`src/rtl/esn_pkg.sv`:
```
// Shared definitions for the ESN receive path: default frame geometry,
// framer state encoding and an index-width helper.
package esn_pkg;

  // Samples per ESN input frame and signed sample width (two bytes per sample).
  localparam int NUM_IN_DEF = 20;
  localparam int DATA_W_DEF = 16;

  // Framer state encoding.
  localparam logic [1:0] ST_IDLE    = 2'd0;
  localparam logic [1:0] ST_COLLECT = 2'd1;
  localparam logic [1:0] ST_DRAIN   = 2'd2;
  localparam logic [1:0] ST_OUT     = 2'd3;

  // Width of an index that counts 0..n-1.
  // Never returns 0, so a one-entry store still gets a legal 1-bit index.
  function automatic int idx_w(input int n);
    return (n > 1) ? $clog2(n) : 1;
  endfunction

endpackage

```
`src/rtl/esn_rx_wordbuf.sv`:
```
// Sample store for one ESN input frame.
// Writes one byte lane per cycle. Reads one whole sample combinationally.
module esn_rx_wordbuf
  import esn_pkg::*;
#(
  parameter int DEPTH  = NUM_IN_DEF,
  parameter int DATA_W = DATA_W_DEF,
  parameter int AW     = idx_w(DEPTH)
) (
  input  logic              clk,
  input  logic              wr_en,
  input  logic [AW-1:0]     wr_addr,
  input  logic              wr_lo,
  input  logic [7:0]        wr_byte,
  input  logic [AW-1:0]     rd_addr,
  output logic [DATA_W-1:0] rd_data
);

  logic [DATA_W-1:0] mem [DEPTH];

  // Byte-lane write: high byte first (big-endian), then low byte.
  // NOTE: the storage has no reset on purpose. Every entry is rewritten
  // before a frame is delivered, so a reset would only cost logic.
  always_ff @(posedge clk) begin
    if (wr_en) begin
      if (wr_lo) mem[wr_addr][7:0]          <= wr_byte;
      else       mem[wr_addr][DATA_W-1 -: 8] <= wr_byte;
    end
  end

  assign rd_data = mem[rd_addr];

endmodule

```
`src/rtl/esn_rx_framer.sv`:
```
// Turns UDP payload bytes from the temac rx FIFO into a frame of NUM_IN
// signed samples for the ESN core.
// Short frames are counted and dropped.
// Bytes beyond the frame length are drained up to tlast.
module esn_rx_framer
  import esn_pkg::*;
#(
  parameter int NUM_IN = NUM_IN_DEF,
  parameter int DATA_W = DATA_W_DEF
) (
  input  logic                     clk,
  input  logic                     rst,
  input  logic [7:0]               s_tdata,
  input  logic                     s_tvalid,
  input  logic                     s_tlast,
  output logic                     s_tready,
  input  logic                     udp_payload,
  output logic signed [DATA_W-1:0] m_data,
  output logic                     m_valid,
  input  logic                     m_ready,
  output logic                     m_last,
  output logic [15:0]              frame_cnt,
  output logic [7:0]               err_cnt,
  output logic                     err_pulse
);

  localparam int RW = idx_w(NUM_IN);
  localparam int BW = RW + 1;
  localparam logic [BW-1:0] LAST_B = BW'(2 * NUM_IN - 1);
  localparam logic [RW-1:0] LAST_R = RW'(NUM_IN - 1);

  logic [1:0]        state;
  logic [BW-1:0]     byte_idx;
  logic [RW-1:0]     rd_idx;
  logic [DATA_W-1:0] rd_data;
  logic              byte_hs;
  logic              pl_hs;
  logic              out_hs;
  logic              term_byte;
  logic              short_end;
  logic              frame_done;

  assign s_tready = (state != ST_OUT);
  assign byte_hs  = s_tvalid & s_tready;
  assign pl_hs    = byte_hs & udp_payload;
  assign m_valid  = (state == ST_OUT);
  assign out_hs   = m_valid & m_ready;

  // The payload byte that completes a frame.
  assign term_byte = pl_hs & (state == ST_COLLECT) & (byte_idx == LAST_B);

  // tlast arriving before the frame is complete.
  // In IDLE this needs a payload byte; a lone tlast there is ignored.
  assign short_end = byte_hs & s_tlast & ~term_byte &
                     (((state == ST_IDLE) & udp_payload) | (state == ST_COLLECT));

  assign frame_done = out_hs & (rd_idx == LAST_R);

  // Outputs read as zero whenever no sample is offered.
  assign m_data = m_valid ? rd_data : '0;
  assign m_last = m_valid & (rd_idx == LAST_R);

  esn_rx_wordbuf #(
    .DEPTH  (NUM_IN),
    .DATA_W (DATA_W),
    .AW     (RW)
  ) u_wordbuf (
    .clk     (clk),
    .wr_en   (pl_hs & ((state == ST_IDLE) | (state == ST_COLLECT))),
    .wr_addr (byte_idx[BW-1:1]),
    .wr_lo   (byte_idx[0]),
    .wr_byte (s_tdata),
    .rd_addr (rd_idx),
    .rd_data (rd_data)
  );

  // Frame state machine: collect payload, drain overlong frames, deliver samples.
  // NOTE: every register in a clocked block uses <=, so each register samples
  // the values from before the edge. The order of statements then has no effect.
  always_ff @(posedge clk or posedge rst) begin
    if (rst) begin
      state    <= ST_IDLE;
      byte_idx <= '0;
      rd_idx   <= '0;
    end else begin
      case (state)
        ST_IDLE: begin
          if (pl_hs && !s_tlast) begin
            byte_idx <= BW'(1);
            state    <= ST_COLLECT;
          end
        end
        ST_COLLECT: begin
          if (term_byte) begin
            byte_idx <= '0;
            state    <= s_tlast ? ST_OUT : ST_DRAIN;
          end else if (short_end) begin
            byte_idx <= '0;
            state    <= ST_IDLE;
          end else if (pl_hs) begin
            byte_idx <= byte_idx + 1'b1;
          end
        end
        ST_DRAIN: begin
          if (byte_hs && s_tlast) state <= ST_OUT;
        end
        ST_OUT: begin
          if (frame_done) begin
            rd_idx <= '0;
            state  <= ST_IDLE;
          end else if (out_hs) begin
            rd_idx <= rd_idx + 1'b1;
          end
        end
        default: state <= ST_IDLE;
      endcase
    end
  end

  // Short-frame statistics: single-cycle pulse plus a saturating count.
  always_ff @(posedge clk or posedge rst) begin
    if (rst) begin
      err_pulse <= 1'b0;
      err_cnt   <= '0;
    end else begin
      err_pulse <= short_end;
      if (short_end && err_cnt != 8'hFF) err_cnt <= err_cnt + 8'd1;
    end
  end

  // Good-frame count, wrapping naturally at 16 bits.
  always_ff @(posedge clk or posedge rst) begin
    if (rst)             frame_cnt <= '0;
    else if (frame_done) frame_cnt <= frame_cnt + 16'd1;
  end

endmodule

```
`config.mk`:
```
export PLATFORM = sky130hd
export DESIGN_NAME = esn_rx_framer
export DESIGN_NICKNAME = d
export VERILOG_FILES = /design/src/rtl/esn_pkg.sv /design/src/rtl/esn_rx_wordbuf.sv /design/src/rtl/esn_rx_framer.sv
export SDC_FILE = /design/constraint.sdc
export NUM_CORES = 1
export LEC_CHECK = 0
export BUFFER_PORTS_ARGS = -buffer_cell sky130_fd_sc_hd__buf_4
export CORE_MARGIN = 1.5
export CORE_UTILIZATION = 35
export CTS_CLUSTER_DIAMETER = 150
export DETAILED_ROUTE_END_ITERATION = 10
export SLEW_MARGIN = 25
export SYNTH_ARGS = -nofsm -noshare
export SYNTH_HDL_FRONTEND = slang
export SYNTH_HIERARCHICAL = 1
export SYNTH_SLANG_ARGS = --single-unit
```
`constraint.sdc`:
```
create_clock -name clk -period 2.7 [get_ports clk]
set_input_delay 0.135 -clock clk [delete_from_list [all_inputs] [get_ports clk]]
set_output_delay 0.135 -clock clk [all_outputs]
set_load 0.01 [all_outputs]
```
==> run_results.csv <==
group,metric,value,unit
timing,timing.clock.skew,24.3,ps
critical_path,regToRegStartpoint,"rd_idx[0]",
min_path,holdCritStartpoint,"s_tdata[0]",
drt,vias_per_cell,5.13,
drt,wire_per_inst,20.9,um
job,timing.max_cap.violations,0,
clock_network,cts_inserted_buffers,38,
critical_path,critPathMaxFanout,7,
clock_network,cts_tree,"done",
global_routing,grt_pass1_wl,51000,um
logic_synthesis,synthMuxAreaShare,0.115,
placement,dp_cells,1543,
timing,layout_min_cycle_time,2660,ps
global_routing,antenna_violations_before_repair,0,
timing,setup-tns-final,0,ps
die,boundary_pin_count,58,
cells_and_area,layout.cells.non_filler,1625,
critical_path,cp.required,2570,ps
critical_path,r2r_end,"state[0]",
pwr,power.density_cell_area,652,nW/um^2
logic_synthesis,synthCells,923,
logic_synthesis,syn-cell-area,14800,um^2
cells_and_area,drive_gt1_frac,0.253,
logic_synthesis,synth_xor_xnor_area_share,0.0136,
drt,postRouteWirelength,33900,um
cells_and_area,finalNetCount,1077,
timing,slew_headroom,0.653,
drt,ant_nets,0,
cells_and_area,insertedDiodeCount,0,
pwr,total_leakage_power,0.00600,uW
critical_path,crit_type,"reg -> out",
die,die-area,43400,um^2
cells_and_area,synthToLayoutAreaGrowth,19.5,%
die,core.rowCount,75,
drt,drt_pre_antenna_iters,5,
run_status,outcome,"completed",
min_path,hold_end,"u_wordbuf/mem[6][0]",
die,die_h,208,um
clock_network,clock_tree.buffer_depth,3,
logic_synthesis,post_synth_edffs,320,
logic_synthesis,yosys_warn_count,6,
min_path,hp-class,"in -> reg",
timing,tightestPinTransition,520,ps
timing,whs,55.4,ps
critical_path,endpoint_kind,"primary output",
die,die_w,208,um
timing,ratio_of_final_minimum_period_to_clock_period,0.984,
critical_path,worst_setup_path_start_kind,"flop",
global_routing,number_of_global_route_vias_before_repair,8105,
die,core_region_area,41800,um^2
logic_synthesis,synth_compound_area_frac,0.0412,
timing,max_freq,0.376,GHz
logic_synthesis,synth_area_per_cell,16.0,um^2
placement,io_buffer_count,57,
timing,final-hold-violation-count,0,
timing,final_setup_violating_endpoints,0,
timing,timing.final.max_slew_violations,0,
drt,drt_iter0_markers,679,
timing,grt_setup_unrepaired,"yes",
logic_synthesis,synth.yosys.seq_area_share,0.715,
critical_path,timing.critical_path.arrival,2520,ps
global_routing,global_route.usage.total,0.155,
min_path,min_path_cells,1,
drt,vias,8333,
placement,detailedPlacementHpwl,21200,um
logic_synthesis,synth_simple_gate_area_frac,0.0897,
logic_synthesis,ys_seq_elements,358,
die,floorplan.initialDensity,0.353,
critical_path,worst-r2r-setup-slack,220,ps
logic_synthesis,synth_fa_ha_area_frac,0.00339,
clock_network,clkLatencyLatePin,550,ps
global_routing,grt_start_max_net_pins,41,
logic_synthesis,netlist-cell-type-count,59,
global_routing,overall_overflow_remaining_after_global_route,0,
clock_network,cts_max_level,2,
clock_network,clock-sinks,358,
critical_path,worst-r2r-cell-count,7,
logic_synthesis,postSynth.topFlopCell,"sky130_fd_sc_hd__edfxtp_1",
pwr,worst_ir_drop_vdd,0.000450,V
drt,drc_errors,0,
clock_network,clk_transition_reported_paths,60,ps
placement,routability_cong,0.768,
logic_synthesis,asyncSetResetFlopFracSynth,0.106,
logic_synthesis,synth_nets,941,
clock_network,clock_tree.root_cell,"sky130_fd_sc_hd__clkbuf_16",
logic_synthesis,dominant_combinational_cell_family_by_area_after_synthesis,"multiplexers",
[cells by family after synthesis]
kind of cell	Yosys count
AND/OR/NAND/NOR	253
XOR/XNOR	23
AO/OA/AOI/OAI	86
multiplexers	147
adder cells (fa/ha/maj)	4
buffers and inverters	52
flip-flops	358
[registers in the layout, indices dropped and copies added, names as in the netlist, named ones only]
name / count
rd_idx: 5
err_cnt: 8
err_pulse: 1
state: 1
frame_cnt: 16
u_wordbuf/mem: 320
byte_idx: 6
[power by group]
| group | internal [uW] | switching, uW |
|---|---|---|
| combinational | 133 | 229 |
| clock | 2830 | 2140 |
| sequential | 6090 | 70.4 |
[synth_stat cells, types with 10 or more instances]
cell	count	area [um^2]
sky130_fd_sc_hd__a211oi_1	11	82.6
sky130_fd_sc_hd__a22oi_1	16	120
sky130_fd_sc_hd__buf_6	11	124
sky130_fd_sc_hd__mux2i_1	112	1120
sky130_fd_sc_hd__clkbuf_1	12	45.0
sky130_fd_sc_hd__xor2_1	17	149
sky130_fd_sc_hd__nand3_1	44	220
sky130_fd_sc_hd__a21oi_1	17	85.1
sky130_fd_sc_hd__and3_1	18	113
sky130_fd_sc_hd__nand2_1	57	214
sky130_fd_sc_hd__dfrtp_1	38	951
sky130_fd_sc_hd__buf_2	10	50.1
sky130_fd_sc_hd__mux2_2	19	214
sky130_fd_sc_hd__edfxtp_1	320	9610
sky130_fd_sc_hd__o22ai_1	16	100
sky130_fd_sc_hd__nor2_1	67	251
sky130_fd_sc_hd__mux4_2	16	360
[placed cells by master, fill, tap and decap left out, types with 5 or more instances in the layout]
cell	count
sky130_fd_sc_hd__clkbuf_1	13
sky130_fd_sc_hd__mux4_2	16
sky130_fd_sc_hd__edfxtp_1	320
sky130_fd_sc_hd__a22oi_1	13
sky130_fd_sc_hd__nor3_2	5
sky130_fd_sc_hd__clkinv_1	5
sky130_fd_sc_hd__and3_1	16
sky130_fd_sc_hd__nor4_1	6
sky130_fd_sc_hd__buf_12	6
sky130_fd_sc_hd__nor2b_1	8
sky130_fd_sc_hd__nor2_1	67
sky130_fd_sc_hd__a21o_1	6
sky130_fd_sc_hd__xnor2_1	6
sky130_fd_sc_hd__dfrtp_1	33
sky130_fd_sc_hd__nand2_1	56
sky130_fd_sc_hd__dlygate4sd3_1	6
sky130_fd_sc_hd__nand3_2	6
sky130_fd_sc_hd__mux2_2	19
sky130_fd_sc_hd__buf_4	123
sky130_fd_sc_hd__nand2b_1	5
sky130_fd_sc_hd__o21ai_0	6
sky130_fd_sc_hd__nand3_1	38
sky130_fd_sc_hd__nand4_1	5
sky130_fd_sc_hd__o22ai_1	16
sky130_fd_sc_hd__nor3_1	5
sky130_fd_sc_hd__a21oi_1	17
sky130_fd_sc_hd__clkbuf_16	39
sky130_fd_sc_hd__a211oi_2	14
sky130_fd_sc_hd__mux2i_1	110
sky130_fd_sc_hd__inv_1	8
sky130_fd_sc_hd__xor2_1	17
[cell type report]
type                    count  area [um^2]
clock buffers              51         1000
fillers                  3699        24100
repair buffers            140         1180
flip-flops and latches    358        10600
multi-input cells         513         4010
inverters                   8         30.0
well taps                 539          674
clock inverters            16          178
[repair_timing]
item	CTS	global route
gates cloned	0	1
gates resized for setup	14	22
buffers inserted	5	3
endpoints found under the hold margin	41	0
setup endpoints to repair	16	15
pin swaps	1	6
hold buffers	6	0
[worst max path at each step]
stage | start | end | cells past startpoint | slack, ps
2_1_floorplan | flop | u_wordbuf/mem[7][10] | 5 | 790
3_3_place_gp | rd_idx[0] | m_data[5] | 6 | 380
3_5_place_dp | rd_idx[0] | m_data[5] | 6 | 350
4_1_cts | rd_idx[4] | m_data[12] | 6 | 6
5_1_grt | rd_idx[0] | m_data[12] | 8 | -40
6_report | rd_idx[0] | m_data[10] | 7 | 40
[through the flow]
stage / area [um^2] / power (uW) / setup WS [ps] / utilization
global placement: 16200 / 6630 / 375 / 0.387
global route: 17600 / 11900 / -42.1 / 0.422
CTS: 17500 / 11600 / 6.19 / 0.419
detailed placement: 16200 / 6640 / 348 / 0.387
floorplan: 14800 / 6400 / 790 / -
finish: 17600 / 11500 / 43.8 / 0.422
[metal layers]
metal  global-route usage  vias to the layer above  share of wire
met5                    0                        -              0
met1                0.224                     4241           0.45
li1                     -                     3830              -
met3               0.0237                       44          0.053
met2                0.244                      218           0.47
met4               0.0423                        0          0.020
[critical path, cell delays in order (launching register included)]
cell,delay [ps]
sky130_fd_sc_hd__dfrtp_4,530
sky130_fd_sc_hd__buf_4,190
sky130_fd_sc_hd__buf_12,140
sky130_fd_sc_hd__mux4_2,540
sky130_fd_sc_hd__nand2_1,90
sky130_fd_sc_hd__nand3_1,70
sky130_fd_sc_hd__and3_2,250
sky130_fd_sc_hd__buf_4,150
No activity file was read; power rests on OpenSTA's default activity.
